==> src/rtl/serial_link_uart.sv <==
// 8N1 UART with independent transmitter and receiver, CLKS_PER_BIT clocks per bit.
// The transmitter is started by a rising edge on load; the receiver samples at mid-bit.
module serial_link_uart #(
  parameter int unsigned CLKS_PER_BIT = 434
) (
  input  logic       clk_clk,
  input  logic       reset_reset,
  input  logic [7:0] transmit,
  input  logic       transmitenable,
  input  logic       load,
  output logic       charsent,
  output logic [7:0] receive,
  output logic       charrcvd,
  output logic       frame_error,
  output logic       tx,
  input  logic       rx
);

  typedef enum logic [1:0] {TX_IDLE, TX_START, TX_DATA, TX_STOP} tx_state_t;
  typedef enum logic [2:0] {RX_IDLE, RX_START, RX_DATA, RX_STOP, RX_WAIT_HIGH} rx_state_t;

  localparam logic [15:0] BIT_LAST  = 16'(CLKS_PER_BIT - 1);
  localparam logic [15:0] HALF_LAST = 16'(CLKS_PER_BIT / 2 - 1);

  tx_state_t   tx_state;
  logic [15:0] tx_cnt;
  logic [2:0]  tx_bit;
  logic [7:0]  tx_shift;
  logic        load_q;
  logic        tx_armed;
  logic        tx_accept;

  rx_state_t   rx_state;
  logic [15:0] rx_cnt;
  logic [2:0]  rx_bit;
  logic [7:0]  rx_shift;
  logic        rx_meta;
  logic        rxs;

  // tx_armed blocks the first cycle after reset so a load held high through
  // reset release is seen as a level, not as a fresh edge.
  assign tx_accept = load & ~load_q & transmitenable & tx_armed & (tx_state == TX_IDLE);

  // NOTE: all state uses non-blocking assignments so every register samples
  // pre-edge values and the order of statements inside the block is irrelevant.
  always_ff @(posedge clk_clk) begin
    if (reset_reset) begin
      tx_state <= TX_IDLE;
      tx_cnt   <= '0;
      tx_bit   <= '0;
      tx_shift <= '0;
      load_q   <= 1'b0;
      tx_armed <= 1'b0;
      tx       <= 1'b1;
      charsent <= 1'b1;
    end else begin
      load_q   <= load;
      tx_armed <= 1'b1;
      case (tx_state)
        TX_IDLE: begin
          if (tx_accept) begin
            tx_shift <= transmit;
            tx_cnt   <= '0;
            tx       <= 1'b0;
            charsent <= 1'b0;
            tx_state <= TX_START;
          end
        end
        TX_START: begin
          if (tx_cnt == BIT_LAST) begin
            tx_cnt   <= '0;
            tx_bit   <= '0;
            tx       <= tx_shift[0];
            tx_state <= TX_DATA;
          end else begin
            tx_cnt <= tx_cnt + 16'd1;
          end
        end
        TX_DATA: begin
          if (tx_cnt == BIT_LAST) begin
            tx_cnt <= '0;
            if (tx_bit == 3'd7) begin
              tx       <= 1'b1;
              tx_state <= TX_STOP;
            end else begin
              tx_shift <= {1'b0, tx_shift[7:1]};
              tx       <= tx_shift[1];
              tx_bit   <= tx_bit + 3'd1;
            end
          end else begin
            tx_cnt <= tx_cnt + 16'd1;
          end
        end
        TX_STOP: begin
          if (tx_cnt == BIT_LAST) begin
            tx_cnt   <= '0;
            charsent <= 1'b1;
            tx_state <= TX_IDLE;
          end else begin
            tx_cnt <= tx_cnt + 16'd1;
          end
        end
        default: tx_state <= TX_IDLE;
      endcase
    end
  end

  always_ff @(posedge clk_clk) begin
    if (reset_reset) begin
      rx_meta     <= 1'b1;
      rxs         <= 1'b1;
      rx_state    <= RX_IDLE;
      rx_cnt      <= '0;
      rx_bit      <= '0;
      rx_shift    <= '0;
      receive     <= 8'h00;
      charrcvd    <= 1'b0;
      frame_error <= 1'b0;
    end else begin
      rx_meta <= rx;
      rxs     <= rx_meta;
      case (rx_state)
        RX_IDLE: begin
          if (!rxs) begin
            rx_cnt   <= '0;
            charrcvd <= 1'b0;
            rx_state <= RX_START;
          end
        end
        RX_START: begin
          // Mid-start-bit recheck rejects glitches shorter than half a bit.
          if (rx_cnt == HALF_LAST) begin
            rx_cnt   <= '0;
            rx_bit   <= '0;
            rx_state <= rxs ? RX_IDLE : RX_DATA;
          end else begin
            rx_cnt <= rx_cnt + 16'd1;
          end
        end
        RX_DATA: begin
          if (rx_cnt == BIT_LAST) begin
            rx_cnt   <= '0;
            rx_shift <= {rxs, rx_shift[7:1]};
            if (rx_bit == 3'd7) rx_state <= RX_STOP;
            else                rx_bit   <= rx_bit + 3'd1;
          end else begin
            rx_cnt <= rx_cnt + 16'd1;
          end
        end
        RX_STOP: begin
          if (rx_cnt == BIT_LAST) begin
            rx_cnt <= '0;
            if (rxs) begin
              receive     <= rx_shift;
              charrcvd    <= 1'b1;
              frame_error <= 1'b0;
              rx_state    <= RX_IDLE;
            end else begin
              frame_error <= 1'b1;
              rx_state    <= RX_WAIT_HIGH;
            end
          end else begin
            rx_cnt <= rx_cnt + 16'd1;
          end
        end
        RX_WAIT_HIGH: begin
          if (rxs) rx_state <= RX_IDLE;
        end
        default: rx_state <= RX_IDLE;
      endcase
    end
  end

endmodule

==> config.mk <==
export PLATFORM = sky130hd
export DESIGN_NAME = serial_link_uart
export DESIGN_NICKNAME = d
export VERILOG_FILES = /design/src/rtl/serial_link_uart.sv
export SDC_FILE = /design/constraint.sdc
export NUM_CORES = 1
export LEC_CHECK = 0
export ABC_AREA = 1
export CELL_PAD_IN_SITES_DETAIL_PLACEMENT = 2
export CELL_PAD_IN_SITES_GLOBAL_PLACEMENT = 2
export CORE_ASPECT_RATIO = 1.5
export CORE_MARGIN = 4
export CORE_UTILIZATION = 36
export DETAILED_ROUTE_END_ITERATION = 12
export GPL_ROUTABILITY_DRIVEN = 0
export GPL_TIMING_DRIVEN = 0
export PLACE_DENSITY_LB_ADDON = 0.1
export REMOVE_ABC_BUFFERS = 1
export SYNTH_ARGS = -nofsm -noshare
export SYNTH_HDL_FRONTEND = slang
export SYNTH_SLANG_ARGS = --single-unit
==> constraint.sdc <==
create_clock -name clk_clk -period 2.5 [get_ports clk_clk]
set_input_delay 0.25 -clock clk_clk [delete_from_list [all_inputs] [get_ports clk_clk]]
set_output_delay 0.25 -clock clk_clk [all_outputs]
set_load 0.01 [all_outputs]
# Yosys cells after proc, flatten, opt, wreduce, memory -nomap -nowiden
# Cells that the tools add are included.
[word_totals]
wordCells = 122
output_inout_bits = 12
regBits = 75
[classes]
n_reduce_logical = 23
n_mux = 47
n_addsub = 4
bitwise = 5
eq_ne = 26
[op_table]
columns = ["cell", "n"]
rows = [
  ["$mux W16", 5],
  ["$pmux W16 S3", 1],
  ["$mux W3", 13],
  ["$add A16 B1 Y16 const B", 2],
  ["$eq A16 B9 Y1 const B", 2],
  ["$pmux W16 S2", 1],
  ["$ne A2 B2 Y1 const B", 14],
  ["$mux W8", 3],
  ["$reduce_and A4 Y1", 5],
  ["$eq A16 B8 Y1 const B", 1],
  ["$pmux W8 S2", 1],
  ["$pmux W3 S5", 1],
  ["$mux W2", 6],
  ["$pmux W3 S2", 2],
  ["$mux W1", 10],
  ["$reduce_bool A2 Y1", 5],
  ["$eq A3 B3 Y1 const B", 3],
  ["$pmux W2 S4", 1],
  ["$add A3 B1 Y3 const B", 2],
  ["$eq A3 B2 Y1 const B", 2],
  ["$reduce_and A2 Y1", 3],
  ["$reduce_and A3 Y1", 2],
  ["$reduce_and A6 Y1", 1],
  ["$reduce_bool A3 Y1", 2],
  ["12 further kinds", 17],
]

# Logic depth before layout (Yosys ltp)
# Gate-level depths: netlist of the first run.
[depth]
ltp_word = 7
mapped_depth = 12
ltp_nobuf = 12

# Worst setup path before layout of the first run
# OpenSTA, ideal clock, no wires.
[synth_path]
path_type = "flip-flop to flip-flop"
startpoint = "reg tx_state[0]"
endpoint = "reg tx_state[1]"
path_stages_with_launch = 10
required_ps = 2368
path_slack_ps = 1039
arrival_ps = 1329
setup_ps = 132
path_cell_list = "dfxtp_1 -> inv_1 -> ha_1 -> inv_1 -> clkbuf_1 -> nand3_1 -> nand2_1 -> nand2_1 -> nand2_1 -> a21oi_1"
[synth_between]
elab_chain_cells = 4
[synth_lines]
columns = ["element", "line_no", "text"]
rows = [
  ["start, declared", "25", "tx_state_t tx_state;"],
  ["start signal, assigned", "48", "tx_state <= TX_IDLE;"],
  ["start signal, assigned", "66", "tx_state <= TX_START;"],
  ["start signal, assigned", "74", "tx_state <= TX_DATA;"],
  ["$logic_not A2 Y1", "42, 59", ""],
  ["$and A1 B1 Y1", "42", "assign tx_accept = load & ~load_q & transmitenable & tx_armed & (tx_state == TX_IDLE);"],
  ["$ne A2 B2 Y1 (no line)", "n/a", ""],
  ["$reduce_and A5 Y1 (no line)", "n/a", ""],
]
# Parallel ways exist; a longest one is shown, timed or not.
# A chain may end at the register's enable or synchronous reset.

# Final worst setup path of the first run
# Same ends and word-level chain as after synthesis.

==> impl_metrics.ini, run 1 <==
[cells_and_area]
final_util = 0.430
antennaDiodeCount = 0
layout_commonest_cell = nand2_1
area_growth_syn_to_layout_pct = 16.6
drive_above_1_share = 0.120
postLayoutCellArea_sq_um = 4780
final_nets = 653
fill_cells = 1352
mostFrequentLayoutCells = nand2_1 (154), dfxtp_1 (75), inv_1 (71), nor2_1 (62), nand3_1 (47)
layoutNonFillerInstCount = 778

[sta]
hold_viol = 0
final.setup.tns_ns = 0
worstMarginPinSlew_ns = 0.642
grt_setup_unrepaired = no
skew_ns = 0.00612
hold_ws_ns = 0.422
fin_crit_sh = 0.868
max_slew_margin = 0.572
setup_viol = 0
drv_slew = 0
max_freq_ghz = 0.461
finalCriticalPeriod_ns = 2.17
setup_ws_ns = 0.330

[yosys]
synth_warnings = 0
synth_seq_cells = 75
yosysSeqAreaShare = 0.367
synth_top_area_frac = 0.367
synthTopCellsByArea = dfxtp_1 (37%), nand2_1 (14%), inv_1 (6.6%), nand3_1 (5.7%), nor2_1 (5.7%)
yosysTopAreaCell = dfxtp_1
syn_inst = 602
synth.avg_cell_area_sq_um = 6.80
syn_area_sq_um = 4100
synth.distinct_cells = 37

[clock_network]
cts_tree = yes
hold_buffers = 0
cts_setup_buffers = 0
htree_levels = 3
cts_made_buffers = 9
cts_buffer_depth = 2
cts_sinks = 75
clk_latency_ns = 0.34
cts-root-buf = clkbuf_16
clk_pin_slew_ns = 0.06

[detailed_routing]
num_vias = 3967
wl_per_cell_microns = 16.1
ant_nets = 0
dr.pass1.iters = 4
drt_drc_violations_left = 0
drt-total-wl_mm = 12.5
viasPerCell = 5.10
drtIter0Drc = 66

[worst_setup_path]
reg2reg_from = tx_state[0]$_SDFFE_PP0P_
critPathLaunchType = register
regToRegSetupSlack_ns = 0.33
cp.required_ns = 2.75
r2r_cells = 8
end_kind = register
crit_arrival_ns = 2.42
timing.rr.end = tx_state[1]$_SDFFE_PP0P_
cp_max_fo = 13
worstSetupPathType = register to register

[floorplan]
die_width_microns = 95.1
start_util = 0.368
num_io_pins = 25
die_h_microns = 139
dieArea_sq_um = 13200
fp.coreArea_sq_um = 11100
fp-row-count = 47

[global_route]
grt_pass1_vias = 4419
grt_max_degree = 25
track_usage = 0.201
grt_pass1_wl_mm = 21.4
antenna_found_initial = 0
overflow = 0

[place]
hpwlAfterDp_mm = 8.93
port_buffers = 24
place_ws_ns = -0.722
place_inst = 761
placed_cell_area_sq_um = 4450

[min_path]
hold_depth = 1
hold_path_end = rxs$_SDFF_PP1_
hp-class = register to register
hp-start = rx_meta$_SDFF_PP1_

[pwr]
power.total_mw = 3.97
powerDensity_nw_per_um2 = 832
peakVddDrop_mv = 0.457
p_leak_nw = 1.93

[run_status]
status = completed

[run]
drv_cap = 0
==> report_power, final <==
group / internal, mW / leakage [nW] / switching [mW]
Clock: 0.872 / 0.156 / 0.533
Combinational: 0.353 / 1.16 / 0.821
Sequential: 1.31 / 0.608 / 0.0866
==> flip-flops by register name, summed over array words and instances, names as in the netlist <==
name	cells
tx	1
rxs	1
receive	8
rx_cnt	16
rx_shift	8
frame_error	1
tx_armed	1
tx_state	2
rx_meta	1
tx_shift	8
load_q	1
rx_bit	3
tx_bit	3
tx_cnt	16
rx_state	3
charrcvd	1
charsent	1
==> Yosys cell counts <==
cell type / n
nand3_2: 1
inv_2: 10
a31oi_1: 1
o211ai_1: 1
dfxtp_1: 75
o31ai_1: 1
ha_1: 14
nand3_4: 2
or2_0: 2
a21oi_1: 41
xor2_1: 3
nor2_1: 62
a211oi_1: 1
a21boi_0: 1
clkbuf_1: 5
nor3_4: 1
buf_6: 2
o21ai_1: 4
nand3_1: 47
nor3_2: 3
a21oi_2: 9
nand3b_1: 4
clkinv_1: 1
inv_6: 1
nand2_1: 154
inv_1: 72
nand2_4: 5
or2_2: 2
nor3_1: 18
buf_2: 5
nor2_2: 11
o21ai_0: 19
nand4_1: 11
xnor2_1: 1
nand2_2: 8
nor2_4: 2
inv_4: 2
==> worst max-delay path, cell delays in order (launching register included) <==
cell and delay [ns]:
dfxtp_1 0.34, inv_1 0.13, ha_1 0.52, inv_1 0.33, nor2_1 0.35, nor2_2 0.10
nand2_1 0.11, nand2_1 0.06, a21oi_1 0.13
==> worst max-delay path by stage <==
stage | to | startpoint | cells past startpoint
global route | tx_state[0]$_SDFFE_PP0P_ | tx_state[0]$_SDFFE_PP0P_ | 8
detailed placement | tx_cnt[2]$_SDFFE_PP0P_ | reset_reset | 4
global placement | rx_cnt[7]$_SDFFE_PP0P_ | reset_reset | 4
floorplan | tx_state[0]$_SDFFE_PP0P_ | tx_state[0]$_SDFFE_PP0P_ | 8
CTS | tx_cnt[5]$_SDFFE_PP0P_ | reset_reset | 4
finish | tx_state[1]$_SDFFE_PP0P_ | tx_state[0]$_SDFFE_PP0P_ | 8
==> what timing repair did <==
| item | CTS | global route |
|---|---|---|
| resized for setup | 3 | 2 |
| gates cloned | 1 | 0 |
| setup endpoints to repair | 43 | 17 |
| hold endpoints to repair | 0 | 0 |
==> cells by family after synthesis <==
family,count (synthesis),share of synthesized area
AO/OA/AOI/OAI,78,0.106
adder cells (fa/ha/maj),14,0.0428
AND/OR/NAND/NOR,333,0.378
flip-flops,75,0.367
buffers and inverters,98,0.0975
XOR/XNOR,4,0.00856
==> metal layers <==
layer	up-vias	wire length (microns)	track usage
li1	1967	-	-
met1	1971	5170	0.226
met2	20	6990	0.383
met3	9	185	0.0337
met4	0	146	0.0456
met5	-	0	0
==> layout make-up <==
class	instances	area, sq um	area share
repair inverters	1	7.51	0.00157
inverters	86	337	0.0705
multi-input cells	429	2190	0.460
clock buffers	9	225	0.0472
well taps	147	184	0.0385
flip-flops and latches	75	1500	0.314
clock inverters	7	91.3	0.0191
repair buffers	24	235	0.0493
No activity file was read; power rests on OpenSTA's default activity.
==> run 2: changes to the inputs <==
--- a/config.mk
+++ b/config.mk
@@ -10,7 +10,8 @@
 export CELL_PAD_IN_SITES_GLOBAL_PLACEMENT = 2
 export CORE_ASPECT_RATIO = 1.5
 export CORE_MARGIN = 4
-export CORE_UTILIZATION = 36
+export CORE_UTILIZATION = 30
+export CTS_BUF_LIST = sky130_fd_sc_hd__clkbuf_8
 export DETAILED_ROUTE_END_ITERATION = 12
 export GPL_ROUTABILITY_DRIVEN = 0
 export GPL_TIMING_DRIVEN = 0
==> run 2 against run 1 <==
Compared with the run above:
- clock-buffer cell count increased by 1
- sequential power about the same
- clock power decreased by 24%
- power decreased by 9.2%
- critical path type is now input port to register
- setup slack got worse by 0.035 ns
- sequential share of layout area increased by 0.49 points
- core utilization decreased by 8.1 points
- critical path depth decreased by 4
- largest power group is now sequential cells
- via count decreased by 2.0%
- cell area decreased by 1.5%
- wire length decreased by 2.6%
- final cell count increased by 1.9%
==> impl_metrics.ini, run 2 (same netlist as run 1, synthesis figures left out) <==
[global_route]
grt_pass1_wl_mm = 20.7
track_usage = 0.170
grt_pass1_vias = 4196
overflow = 0
antenna_found_initial = 0
grt_max_degree = 25

[min_path]
hold_path_end = rxs$_SDFF_PP1_
hp-class = register to register
hold_depth = 1
hp-start = rx_meta$_SDFF_PP1_

[detailed_routing]
ant_nets = 0
num_vias = 3888
drt_drc_violations_left = 0
dr.pass1.iters = 4
wl_per_cell_microns = 15.4
drt-total-wl_mm = 12.2
viasPerCell = 4.90
drtIter0Drc = 72

[sta]
fin_crit_sh = 0.882
finalCriticalPeriod_ns = 2.20
drv_slew = 0
skew_ns = 0.00936
setup_viol = 0
max_freq_ghz = 0.454
grt_setup_unrepaired = no
hold_viol = 0
hold_ws_ns = 0.422
max_slew_margin = 0.236
worstMarginPinSlew_ns = 1.15

[worst_setup_path]
r2r_cells = 8
worstSetupPathType = input port to register
end_kind = register
crit_arrival_ns = 2.46
regToRegSetupSlack_ns = 0.44
cp_max_fo = 24
critPathLaunchType = input port
reg2reg_from = tx_state[0]$_SDFFE_PP0P_
crit_start = reset_reset
cp.required_ns = 2.75
timing.rr.end = tx_state[0]$_SDFFE_PP0P_

[cells_and_area]
postLayoutCellArea_sq_um = 4700
antennaDiodeCount = 0
drive_above_1_share = 0.116
layout_commonest_cell = nand2_1
final_nets = 653
area_growth_syn_to_layout_pct = 14.8
largestRegisters = rx_cnt x16, tx_cnt x16
mostFrequentLayoutCells = nand2_1 (154), dfxtp_1 (75), inv_1 (73), nor2_1 (62), nand3_1 (47)
final_util = 0.349

[clock_network]
cts_made_buffers = 9
hold_buffers = 0
cts-root-buf = clkbuf_8
clk_pin_slew_ns = 0.09
cts_tree = yes
cts_buffer_depth = 2
htree_levels = 3
cts_setup_buffers = 0
cts_sinks = 75
clk_latency_ns = 0.37

[floorplan]
die_h_microns = 151
num_io_pins = 25
fp-row-count = 52
die_width_microns = 103
start_util = 0.304
fp.coreArea_sq_um = 13500
dieArea_sq_um = 15600

[run]
drv_cap = 0

[run_status]
status = completed

[pwr]
peakVddDrop_mv = 0.337
p_leak_nw = 1.89
powerDensity_nw_per_um2 = 768
power.total_mw = 3.61

[place]
hpwlAfterDp_mm = 8.95
placed_cell_area_sq_um = 4470
port_buffers = 24
run 2: timing repair:
action,4_1_cts,5_1_grt
cloned,1,0
resized for setup,3,1
pin swaps,0,0
endpoints found under the setup margin,45,1
run 2: layer usage:
metal	GRT usage	part of all wire	routed length, microns
met5	0	0	0
met1	0.190	0.40	4910
met4	0.0518	0.013	163
met3	0.0313	0.016	199
met2	0.317	0.57	6900
run 2: worst max-delay path: stages:
cell,delay [ns]
clkdlybuf4s15_1,0.92
clkinvlp_4,0.75
nand2_2,0.42
nor3_1,0.09
run 2: worst max-delay path by stage:
stage | to | cells after the start
6_report | tx_cnt[3]$_SDFFE_PP0P_ | 4
5_1_grt | tx_cnt[1]$_SDFFE_PP0P_ | 4
4_1_cts | rx_cnt[9]$_SDFFE_PP0P_ | 4
3_5_place_dp | tx_cnt[3]$_SDFFE_PP0P_ | 4
3_3_place_gp | tx_cnt[7]$_SDFFE_PP0P_ | 4
2_1_floorplan | tx_state[0]$_SDFFE_PP0P_ | 8
run 2: stage by stage:
| step | setup TNS [ns] | setup slack, ns | instances |
|---|---|---|---|
| 6_report | 0 | 0.295 | 793 |
| 5_1_grt | 0 | 0.0407 | 793 |
| 4_1_cts | 0 | 0.122 | 793 |
| 3_5_place_dp | -29.49 | -0.824 | 776 |
| 3_3_place_gp | -27.95 | -0.765 | 776 |
| 2_1_floorplan | 0 | 0.893 | 590 |
run 2: final cells by class:
| type | instances | area (sq um) |
|---|---|---|
| Timing Repair Buffer | 24 | 240 |
| Clock buffer | 10 | 138 |
| Inverter | 86 | 337 |
| Multi-Input combinational cell | 429 | 2190 |
| Fill cell | 1647 | 8770 |
| Tap cell | 162 | 203 |
| Sequential cell | 75 | 1500 |
| Clock inverter | 6 | 81.3 |
| Timing Repair inverter | 1 | 7.51 |
run 2: power by group:
part	total, mW	leakage (nW)	switching (mW)	internal (mW)
logic	1.14	1.16	0.794	0.350
registers	1.39	0.608	0.0855	1.31
clock network	1.07	0.119	0.489	0.583
==> run 3: changes to the inputs <==
--- a/config.mk
+++ b/config.mk
@@ -12,6 +12,7 @@
 export CORE_MARGIN = 4
 export CORE_UTILIZATION = 30
 export CTS_BUF_LIST = sky130_fd_sc_hd__clkbuf_8
+export CTS_CLUSTER_SIZE = 40
 export DETAILED_ROUTE_END_ITERATION = 12
 export GPL_ROUTABILITY_DRIVEN = 0
 export GPL_TIMING_DRIVEN = 0
==> results of run 3 <==
Same layout as run 2: the final DEF is identical, and so are final timing and power.
